### config.mk
export PLATFORM = sky130hd
export DESIGN_NAME = ahb_mem_fill
export DESIGN_NICKNAME = d
export VERILOG_FILES = /design/src/rtl/ahb_mem_fill.sv
export SDC_FILE = /design/constraint.sdc
export NUM_CORES = 1
export LEC_CHECK = 0
export BUFFER_PORTS_ARGS = -buffer_cell sky130_fd_sc_hd__buf_4
export CAP_MARGIN = 10
export CORE_UTILIZATION = 50
export CTS_BUF_LIST = sky130_fd_sc_hd__clkbuf_8
export DETAILED_ROUTE_END_ITERATION = 10
export PLACE_DENSITY = 0.84
export SLEW_MARGIN = 15
export SYNTH_ARGS = -nofsm -noshare
export SYNTH_HDL_FRONTEND = slang
export SYNTH_SLANG_ARGS = --single-unit
### constraint.sdc
create_clock -name clk -period 2.7 [get_ports clk]
set_input_delay 0.54 -clock clk [delete_from_list [all_inputs] [get_ports clk]]
set_output_delay 0.54 -clock clk [all_outputs]
set_load 0.02 [all_outputs]
### src/rtl/ahb_mem_fill.sv
// AHB-lite master that fills a memory range with a (optionally incrementing) pattern,
// or reads the range back and counts words that differ from that pattern.
module ahb_mem_fill #(
  parameter int W_ADDR  = 32,
  parameter int W_DATA  = 32,
  parameter int W_COUNT = 16
) (
  input  logic               clk,
  input  logic               rst_n,
  input  logic               start,
  input  logic               mode_check,
  input  logic               incr,
  input  logic [W_ADDR-1:0]  base_addr,
  input  logic [W_COUNT-1:0] count,
  input  logic [31:0]        pattern,
  output logic               busy,
  output logic               done,
  output logic               err,
  output logic [W_COUNT-1:0] mismatch_count,
  output logic [W_ADDR-1:0]  first_mismatch_addr,
  output logic [W_ADDR-1:0]  ahblm_haddr,
  output logic               ahblm_hwrite,
  output logic [1:0]         ahblm_htrans,
  output logic [2:0]         ahblm_hsize,
  output logic [2:0]         ahblm_hburst,
  output logic [3:0]         ahblm_hprot,
  output logic               ahblm_hmastlock,
  output logic [W_DATA-1:0]  ahblm_hwdata,
  input  logic               ahblm_hready,
  input  logic               ahblm_hresp,
  input  logic [W_DATA-1:0]  ahblm_hrdata
);

  typedef enum logic [1:0] {S_IDLE, S_RUN, S_DRAIN, S_DONE} state_t;

  state_t             state_q, state_d;
  logic               mode_q, mode_d;
  logic               incr_q, incr_d;
  logic               hwrite_q, hwrite_d;
  logic               busy_q, busy_d;
  logic               done_q, done_d;
  logic               err_q, err_d;
  logic [W_COUNT-1:0] mismatch_count_q, mismatch_count_d;
  logic [W_ADDR-1:0]  first_mismatch_addr_q, first_mismatch_addr_d;
  logic [W_COUNT-1:0] beats_left_q, beats_left_d;
  logic [W_ADDR-1:0]  ap_addr_q, ap_addr_d;
  logic [31:0]        ap_data_q, ap_data_d;
  logic               dp_vld_q, dp_vld_d;
  logic [W_ADDR-1:0]  dp_addr_q, dp_addr_d;
  logic [31:0]        dp_data_q, dp_data_d;
  logic [W_DATA-1:0]  hwdata_q, hwdata_d;

  always_comb begin
    state_d               = state_q;
    mode_d                = mode_q;
    incr_d                = incr_q;
    hwrite_d              = hwrite_q;
    busy_d                = busy_q;
    done_d                = done_q;
    err_d                 = err_q;
    mismatch_count_d      = mismatch_count_q;
    first_mismatch_addr_d = first_mismatch_addr_q;
    beats_left_d          = beats_left_q;
    ap_addr_d             = ap_addr_q;
    ap_data_d             = ap_data_q;
    dp_vld_d              = dp_vld_q;
    dp_addr_d             = dp_addr_q;
    dp_data_d             = dp_data_q;
    hwdata_d              = hwdata_q;

    case (state_q)
      S_IDLE: begin
        if (start) begin
          mode_d       = mode_check;
          incr_d       = incr;
          hwrite_d     = !mode_check;
          ap_addr_d    = base_addr & ~W_ADDR'(3);
          ap_data_d    = pattern;
          beats_left_d = count;
          dp_vld_d     = 1'b0;
          if (count != '0) begin
            state_d               = S_RUN;
            busy_d                = 1'b1;
            err_d                 = 1'b0;
            mismatch_count_d      = '0;
            first_mismatch_addr_d = '0;
          end else begin
            state_d = S_DONE;
            done_d  = 1'b1;
          end
        end
      end
      S_RUN, S_DRAIN: begin
        if (ahblm_hready) begin
          if (dp_vld_q && ahblm_hresp) begin
            // Second cycle of an error response: abandon the remaining beats.
            err_d    = 1'b1;
            dp_vld_d = 1'b0;
            state_d  = S_DONE;
            busy_d   = 1'b0;
            done_d   = 1'b1;
          end else begin
            if (dp_vld_q && mode_q && (ahblm_hrdata != dp_data_q)) begin
              if (mismatch_count_q == '0) first_mismatch_addr_d = dp_addr_q;
              if (mismatch_count_q != '1) mismatch_count_d = mismatch_count_q + W_COUNT'(1);
            end
            if (state_q == S_RUN) begin
              dp_vld_d  = 1'b1;
              dp_addr_d = ap_addr_q;
              dp_data_d = ap_data_q;
              hwdata_d  = mode_q ? '0 : ap_data_q;
              if (beats_left_q == W_COUNT'(1)) begin
                state_d = S_DRAIN;
              end else begin
                ap_addr_d    = ap_addr_q + W_ADDR'(4);
                ap_data_d    = ap_data_q + {31'd0, incr_q};
                beats_left_d = beats_left_q - W_COUNT'(1);
              end
            end else begin
              dp_vld_d = 1'b0;
              state_d  = S_DONE;
              busy_d   = 1'b0;
              done_d   = 1'b1;
            end
          end
        end
      end
      S_DONE: begin
        state_d = S_IDLE;
        done_d  = 1'b0;
      end
      default: state_d = S_IDLE;
    endcase
  end

  always_ff @(posedge clk or negedge rst_n) begin
    if (!rst_n) begin
      state_q               <= S_IDLE;
      mode_q                <= 1'b0;
      incr_q                <= 1'b0;
      hwrite_q              <= 1'b0;
      busy_q                <= 1'b0;
      done_q                <= 1'b0;
      err_q                 <= 1'b0;
      mismatch_count_q      <= '0;
      first_mismatch_addr_q <= '0;
      beats_left_q          <= '0;
      ap_addr_q             <= '0;
      ap_data_q             <= '0;
      dp_vld_q              <= 1'b0;
      dp_addr_q             <= '0;
      dp_data_q             <= '0;
      hwdata_q              <= '0;
    end else begin
      state_q               <= state_d;
      mode_q                <= mode_d;
      incr_q                <= incr_d;
      hwrite_q              <= hwrite_d;
      busy_q                <= busy_d;
      done_q                <= done_d;
      err_q                 <= err_d;
      mismatch_count_q      <= mismatch_count_d;
      first_mismatch_addr_q <= first_mismatch_addr_d;
      beats_left_q          <= beats_left_d;
      ap_addr_q             <= ap_addr_d;
      ap_data_q             <= ap_data_d;
      dp_vld_q              <= dp_vld_d;
      dp_addr_q             <= dp_addr_d;
      dp_data_q             <= dp_data_d;
      hwdata_q              <= hwdata_d;
    end
  end

  // htrans looks at hresp directly so a pending address phase is cancelled in the
  // first error cycle, before the slave can accept it.
  assign ahblm_htrans        = (state_q == S_RUN && !ahblm_hresp) ? 2'b10 : 2'b00;
  assign ahblm_haddr         = ap_addr_q;
  assign ahblm_hwrite        = hwrite_q;
  assign ahblm_hwdata        = hwdata_q;
  assign ahblm_hsize         = 3'b010;
  assign ahblm_hburst        = 3'b000;
  assign ahblm_hprot         = 4'b0011;
  assign ahblm_hmastlock     = 1'b0;
  assign busy                = busy_q;
  assign done                = done_q;
  assign err                 = err_q;
  assign mismatch_count      = mismatch_count_q;
  assign first_mismatch_addr = first_mismatch_addr_q;

endmodule

Yosys cells after proc, flatten, opt, wreduce, memory -nomap -nowiden
Index checks and enable logic that the tools add are counted.

operators by class
  add/sub/neg operators = 4
  equal/unequal tests = 19
  mux-type cells = 63
  bitwise gates (word level) = 1
  reduce and logical (&&, ||, !) cells = 21

operator list
  operator                                                                number
  32-bit two-way mux                                                      17
  32-bit one-hot mux with 2 select lines                                  3
  16-bit two-way mux                                                      11
  16-bit one-hot mux with 2 select lines                                  2
  32-bit by 1-bit adder with 32-bit output                                1
  32-bit by 3-bit adder with 32-bit output, second input constant         1
  32-bit inequality test                                                  1
  2-bit inequality test, second input constant                            11
  1-bit two-way mux                                                       18
  16-bit by 1-bit adder with 16-bit output, second input constant         1
  16-bit by 1-bit equality test with 1-bit output, second input constant  1
  16-bit logical NOT                                                      1
  16-bit inequality test, second input constant                           1
  16-bit nonzero test                                                     1
  16-bit by 1-bit subtractor with 16-bit output, second input constant    1
  2-bit two-way mux                                                       7
  7-bit AND reduction                                                     2
  5-bit AND reduction                                                     2
  4-bit AND reduction                                                     2
  1-bit one-hot mux with 2 select lines                                   3
  2-bit one-hot mux with 3 select lines                                   1
  3-bit AND reduction                                                     2
  6-bit AND reduction                                                     1
  2-bit equality test, second input constant                              2
  other kinds (11)                                                        15

word-level totals
  flip-flop bits (word level) = 233
  output and inout port bits = 129
  word-level logic and storage cells = 124

Longest topological paths before layout
  word-level depth = 6
  depth in mapped cells = 10
  mapped depth without buffers = 8

Worst setup path after synthesis
No wires, ideal clock.

  kind = flip-flop to flip-flop
  start point = register state_q[0]
  end point = register ap_addr_q[12], in the netlist ahblm_haddr[12]
  arrival = 2.021 ns
  data required time = 2.563 ns
  slack = 0.542 ns
  cell stages (with the launch flop) = 11
  buffers on the path = 2
  cells stage by stage = dfrtp_1 > inv_1 > ha_1 > nand2b_1 > o211ai_1 > a311oi_2 > buf_4 > nand3_4 > buf_4 > o22ai_1 > a21oi_1

between the ends
  longest elaborated chain between the ends = 4
  elaborated cells between the ends (all ways) = 12
  classes of those cells = 7 x eq/ne; 1 x mux; 4 x reduce/logical

ends and longest elaborated chain
  item                                                                                   RTL line  text
  start, declared                                                                        36        state_t state_q, state_d;
  start signal, assigned                                                                 155       state_q <= state_d;
  2-bit by 1-bit equality test with 1-bit output or 2-bit equality test (tied branches)  71, 107
  2-bit OR reduction                                                                     71        case (state_q)
  2-bit inequality test (no source line) or 2-bit nonzero test (tied branches)           n/a
  6-bit AND reduction (no source line)                                                   n/a
  end signal, assigned                                                                   165       ap_addr_q <= ap_addr_d;
  end, declared                                                                          46        logic [W_ADDR-1:0] ap_addr_q, ap_addr_d;

Parallel ways exist; a longest one is shown, timed or not.
A chain may end at the register's enable or synchronous reset.

Worst setup path after layout
  start point = register state_q[1]
  end point = register ap_addr_q[20], in the netlist ahblm_haddr[20]

The elaborated chain is that of the path after synthesis.

==> reports/metrics.json <==
{
  "synth_simple_gate_area_share": {"value": 0.177},
  "grt_util_all_layers": {"value": 0.281},
  "chipWidth": {"value": 156, "unit": "um"},
  "clkSinkCount": {"value": 228},
  "worst_ep_arrival_time": {"value": 3.03, "unit": "ns"},
  "antenna_violating_nets_post_route": {"value": 0},
  "yosysWarnings": {"value": 0},
  "ys_seq_elements": {"value": 228},
  "tritoncts_clock_tree": {"value": "built"},
  "period_share": {"value": 0.947},
  "placedInstanceArea": {"value": 0.0139, "unit": "mm^2"},
  "internal-power": {"value": 10.7, "unit": "mW"},
  "power.share.sequential": {"value": 0.343},
  "drt_pre_antenna_iters": {"value": 7},
  "portBuffers": {"value": 231},
  "total_power": {"value": 19.3, "unit": "mW"},
  "type_of_element_launching_the_critical_path": {"value": "register"},
  "cts_hold_buf": {"value": 0},
  "utilization_of_the_core_after_routing": {"value": 0.644},
  "post_synth_inst_count": {"value": 1154},
  "finalSetupViolations": {"value": 0},
  "synth_async_sr_flop_share": {"value": 1.00},
  "synth_xor_area_frac": {"value": 0.0251},
  "final_cell_area": {"value": 0.0147, "unit": "mm^2"},
  "boundaryPins": {"value": 248},
  "dominant_combinational_cell_family_by_area_after_synthesis": {"value": "compound AO/OA/AOI/OAI gates"},
  "height_of_the_die": {"value": 156, "unit": "um"},
  "yosys.area_share.adder": {"value": 0.0127},
  "worstRegToRegCells": {"value": 9},
  "path_class": {"value": "reg2reg"},
  "grt_overflow": {"value": 0},
  "rr_endpoint": {"value": "ahblm_haddr[20]$_DFFE_PN0P_"},
  "floorplan.die_area": {"value": 0.0243, "unit": "mm^2"},
  "worstHoldPathType": {"value": "in2async"},
  "drive_above_1_share": {"value": 0.303},
  "placementRows": {"value": 55},
  "max-cap-violations": {"value": 0},
  "timing_hold_violations_final": {"value": 0},
  "drt-total-wl": {"value": 34500, "unit": "um"},
  "worst-slew-pin-transition": {"value": 0.716, "unit": "ns"},
  "p_sw_frac": {"value": 0.445},
  "dr_wl_cell": {"value": 19.9, "unit": "um"},
  "detail_route.iter0.violations": {"value": 681},
  "grt_start_max_net_pins": {"value": 83},
  "synth_compound_area_frac": {"value": 0.188},
  "first_pass_grt_wire_length": {"value": 53800, "unit": "um"},
  "cell_area_after_technology_mapping": {"value": 0.0119, "unit": "mm^2"},
  "crit_path_max_fo": {"value": 18},
  "vias": {"value": 10500},
  "antenna_found_initial": {"value": 1},
  "flow.area_growth_from_synthesis": {"value": 24.3, "unit": "%"},
  "worst_setup_path_end_kind": {"value": "register"},
  "detail_route.vias_per_cell": {"value": 6.09},
  "clock_power_share": {"value": 0.165},
  "dp_hpwl": {"value": 23700, "unit": "um"},
  "worstSkewPairLatency": {"value": 0.53, "unit": "ns"},
  "finalWorstSetupSlack": {"value": 0.143, "unit": "ns"},
  "count_of_different_cell_masters_after_synthesis": {"value": 74},
  "postSynth.topFlopCell": {"value": "sky130_fd_sc_hd__dfrtp_1"},
  "synth-edff-count": {"value": 0},
  "clk_pin_slew": {"value": 0.06, "unit": "ns"},
  "timing.slew.headroom": {"value": 0.518},
  "cp_data_required_time": {"value": 3.17, "unit": "ns"},
  "power_switching": {"value": 8.58, "unit": "mW"},
  "numCtsBuffers": {"value": 39},
  "synth.avg_cell_area": {"value": 10.3, "unit": "um^2"},
  "rrSetupSlack": {"value": 0.14, "unit": "ns"},
  "run_status": {"value": "completed"},
  "clock.fmax": {"value": 391, "unit": "MHz"},
  "grt_setup_unrepaired": {"value": "no"},
  "clk_root_buffer_cell": {"value": "sky130_fd_sc_hd__clkbuf_8"},
  "clock_tree.buffer_depth": {"value": 3},
  "synth_seq_area_share": {"value": 0.481},
  "vias_in_the_first_global_route": {"value": 10200},
  "yosys-mux-area-fraction": {"value": 0.0611},
  "layout_commonest_cell": {"value": "sky130_fd_sc_hd__buf_4"},
  "post-route-drc-count": {"value": 0},
  "powerDensity": {"value": 1310, "unit": "mW/mm^2"},
  "comb_power_share": {"value": 0.492},
  "placeableCoreArea": {"value": 0.0229, "unit": "mm^2"},
  "design.final.nets": {"value": 1517},
  "power_leakage": {"value": 6.82, "unit": "nW"},
  "final_max_slew_viol_count": {"value": 0},
  "htree_levels": {"value": 2},
  "mostFrequentLayoutCells": {"value": "260 x sky130_fd_sc_hd__buf_4, 228 x sky130_fd_sc_hd__dfrtp_1, 93 x sky130_fd_sc_hd__o21ai_0"},
  "ir_worst_vdd": {"value": 846, "unit": "uV"},
  "worst_clock_skew": {"value": 0.0169, "unit": "ns"},
  "initial_utilization": {"value": 0.518},
  "rr_startpoint": {"value": "state_q[1]$_DFFE_PN0P_"},
  "layout_min_cycle_time": {"value": 2.56, "unit": "ns"},
  "pre_cts_ws": {"value": -0.0101, "unit": "ns"},
  "globalplace.congestion": {"value": 0.864}
}
synth_stat cells (all sizes together), types with 2 or more instances:
cell type | number | area share
dfrtp | 228 | 0.48
o21ai | 96 | 0.041
a21oi | 83 | 0.035
nand2 | 79 | 0.025
buf | 63 | 0.037
o22ai | 62 | 0.033
mux2 | 59 | 0.056
nand4 | 59 | 0.037
nand2b | 36 | 0.019
nor2 | 35 | 0.011
a22o | 32 | 0.024
xor2 | 32 | 0.024
clkbuf | 29 | 0.0092
nor4 | 29 | 0.023
and3 | 25 | 0.014
inv | 24 | 0.0076
nand3 | 24 | 0.012
nor3 | 20 | 0.011
and4 | 15 | 0.011
ha | 12 | 0.013
a21o | 10 | 0.0063
a31oi | 9 | 0.0047
and2 | 8 | 0.0042
nor2b | 8 | 0.0042
a31o | 7 | 0.0052
mux2i | 6 | 0.0051
a311oi | 5 | 0.0042
a41o | 5 | 0.0042
o2111ai | 5 | 0.0037
o211ai | 5 | 0.0032
o221ai | 5 | 0.0037
o31ai | 4 | 0.0025
a221o | 3 | 0.0025
a2bb2oi | 3 | 0.0027
or2 | 3 | 0.0016
a211oi | 2 | 0.0013
a41oi | 2 | 0.0015
and4b | 2 | 0.0017
conb | 2 | 0.00063
nor4b | 2 | 0.0015
o41ai | 2 | 0.0015
xnor2 | 2 | 0.0015
how the worst max path moves through the flow:
stage / start / to / slack, ns / depth (start not counted)
final: state_q[1]$_DFFE_PN0P_ / ahblm_haddr[20]$_DFFE_PN0P_ / 0.14 / 9
after global routing: state_q[1]$_DFFE_PN0P_ / ahblm_haddr[12]$_DFFE_PN0P_ / 0.04 / 10
after CTS: state_q[1]$_DFFE_PN0P_ / beats_left_q[6]$_DFFE_PN0P_ / 0.01 / 9
after detailed placement: ahblm_hrdata[21] / first_mismatch_addr[20]$_DFFE_PN0P_ / -0.01 / 8
after global placement: ahblm_hrdata[21] / first_mismatch_addr[14]$_DFFE_PN0P_ / 0.07 / 8
after floorplan: state_q[0]$_DFFE_PN0P_ / ahblm_haddr[12]$_DFFE_PN0P_ / 0.54 / 10
area by class of cell:
cell class	count	area [um^2]
Multi-Input combinational cell	822	5610
Clock inverter	17	71.3
Clock buffer	53	729
Sequential cell	228	5710
Antenna cell	1	2.50
Timing Repair Buffer	271	2150
Inverter	24	90.1
Tap cell	313	392
Fill cell	1807	8170
metal layers:
metal  vias up  part of all wire  GRT usage
li1       4779                 -          -
met1      5163              0.41      0.384
met2       504              0.47      0.439
met3        81             0.083     0.0606
met4         0             0.031      0.102
met5         -                 0          0
cells by family after synthesis:
group                    after synthesis
AO/OA/AOI/OAI                        350
XOR/XNOR                              34
adder cells (fa/ha/maj)               12
buffers and inverters                116
flip-flops                           228
multiplexers                          65
other                                  2
AND/OR/NAND/NOR                      347
critical path, cell delays in order (launching register included):
cell	delay (ns)
sky130_fd_sc_hd__dfrtp_1	0.42
sky130_fd_sc_hd__inv_1	0.15
sky130_fd_sc_hd__ha_4	0.25
sky130_fd_sc_hd__nand2b_1	0.11
sky130_fd_sc_hd__o211ai_1	0.21
sky130_fd_sc_hd__a311oi_4	0.37
sky130_fd_sc_hd__buf_4	0.33
sky130_fd_sc_hd__a41oi_1	0.15
sky130_fd_sc_hd__a311oi_1	0.34
sky130_fd_sc_hd__a221o_1	0.17
power by group through the flow:
| stage | sequential [mW] | clock, mW | combinational [mW] |
|---|---|---|---|
| finish | 6.61 | 3.18 | 9.50 |
| global route | 6.81 | 3.37 | 10.2 |
| global placement | 6.51 | 0 | 8.97 |
| floorplan | 6.80 | 0 | 5.83 |
| CTS | 6.57 | 3.22 | 9.34 |
| detailed placement | 6.61 | 0 | 9.26 |
registers in the layout, indices dropped and copies added, names as in the netlist:
name / count
first_mismatch_addr: 31
ahblm_hwdata: 32
dp_vld_q: 1
dp_data_q: 32
beats_left_q: 16
mode_q: 1
busy: 1
state_q: 2
err: 1
done: 1
ahblm_haddr: 30
incr_q: 1
ahblm_hwrite: 1
ap_data_q: 32
mismatch_count: 16
dp_addr_q: 30
repair_timing:
item	CTS	global route
endpoints found under the hold margin	0	0
setup endpoints to repair	0	107
buffers inserted	0	2
resized for setup	0	4
through the flow:
stage	setup TNS [ns]	hold WS (ns)	instances
floorplan	0	0.244	1166
global placement	0	0.462	1656
detailed placement	-0.0314	0.472	1656
CTS	0	0.0144	1726
global route	0	0.0553	1728
finish	0	0.0115	1729
(Power assumes the default switching activity.)
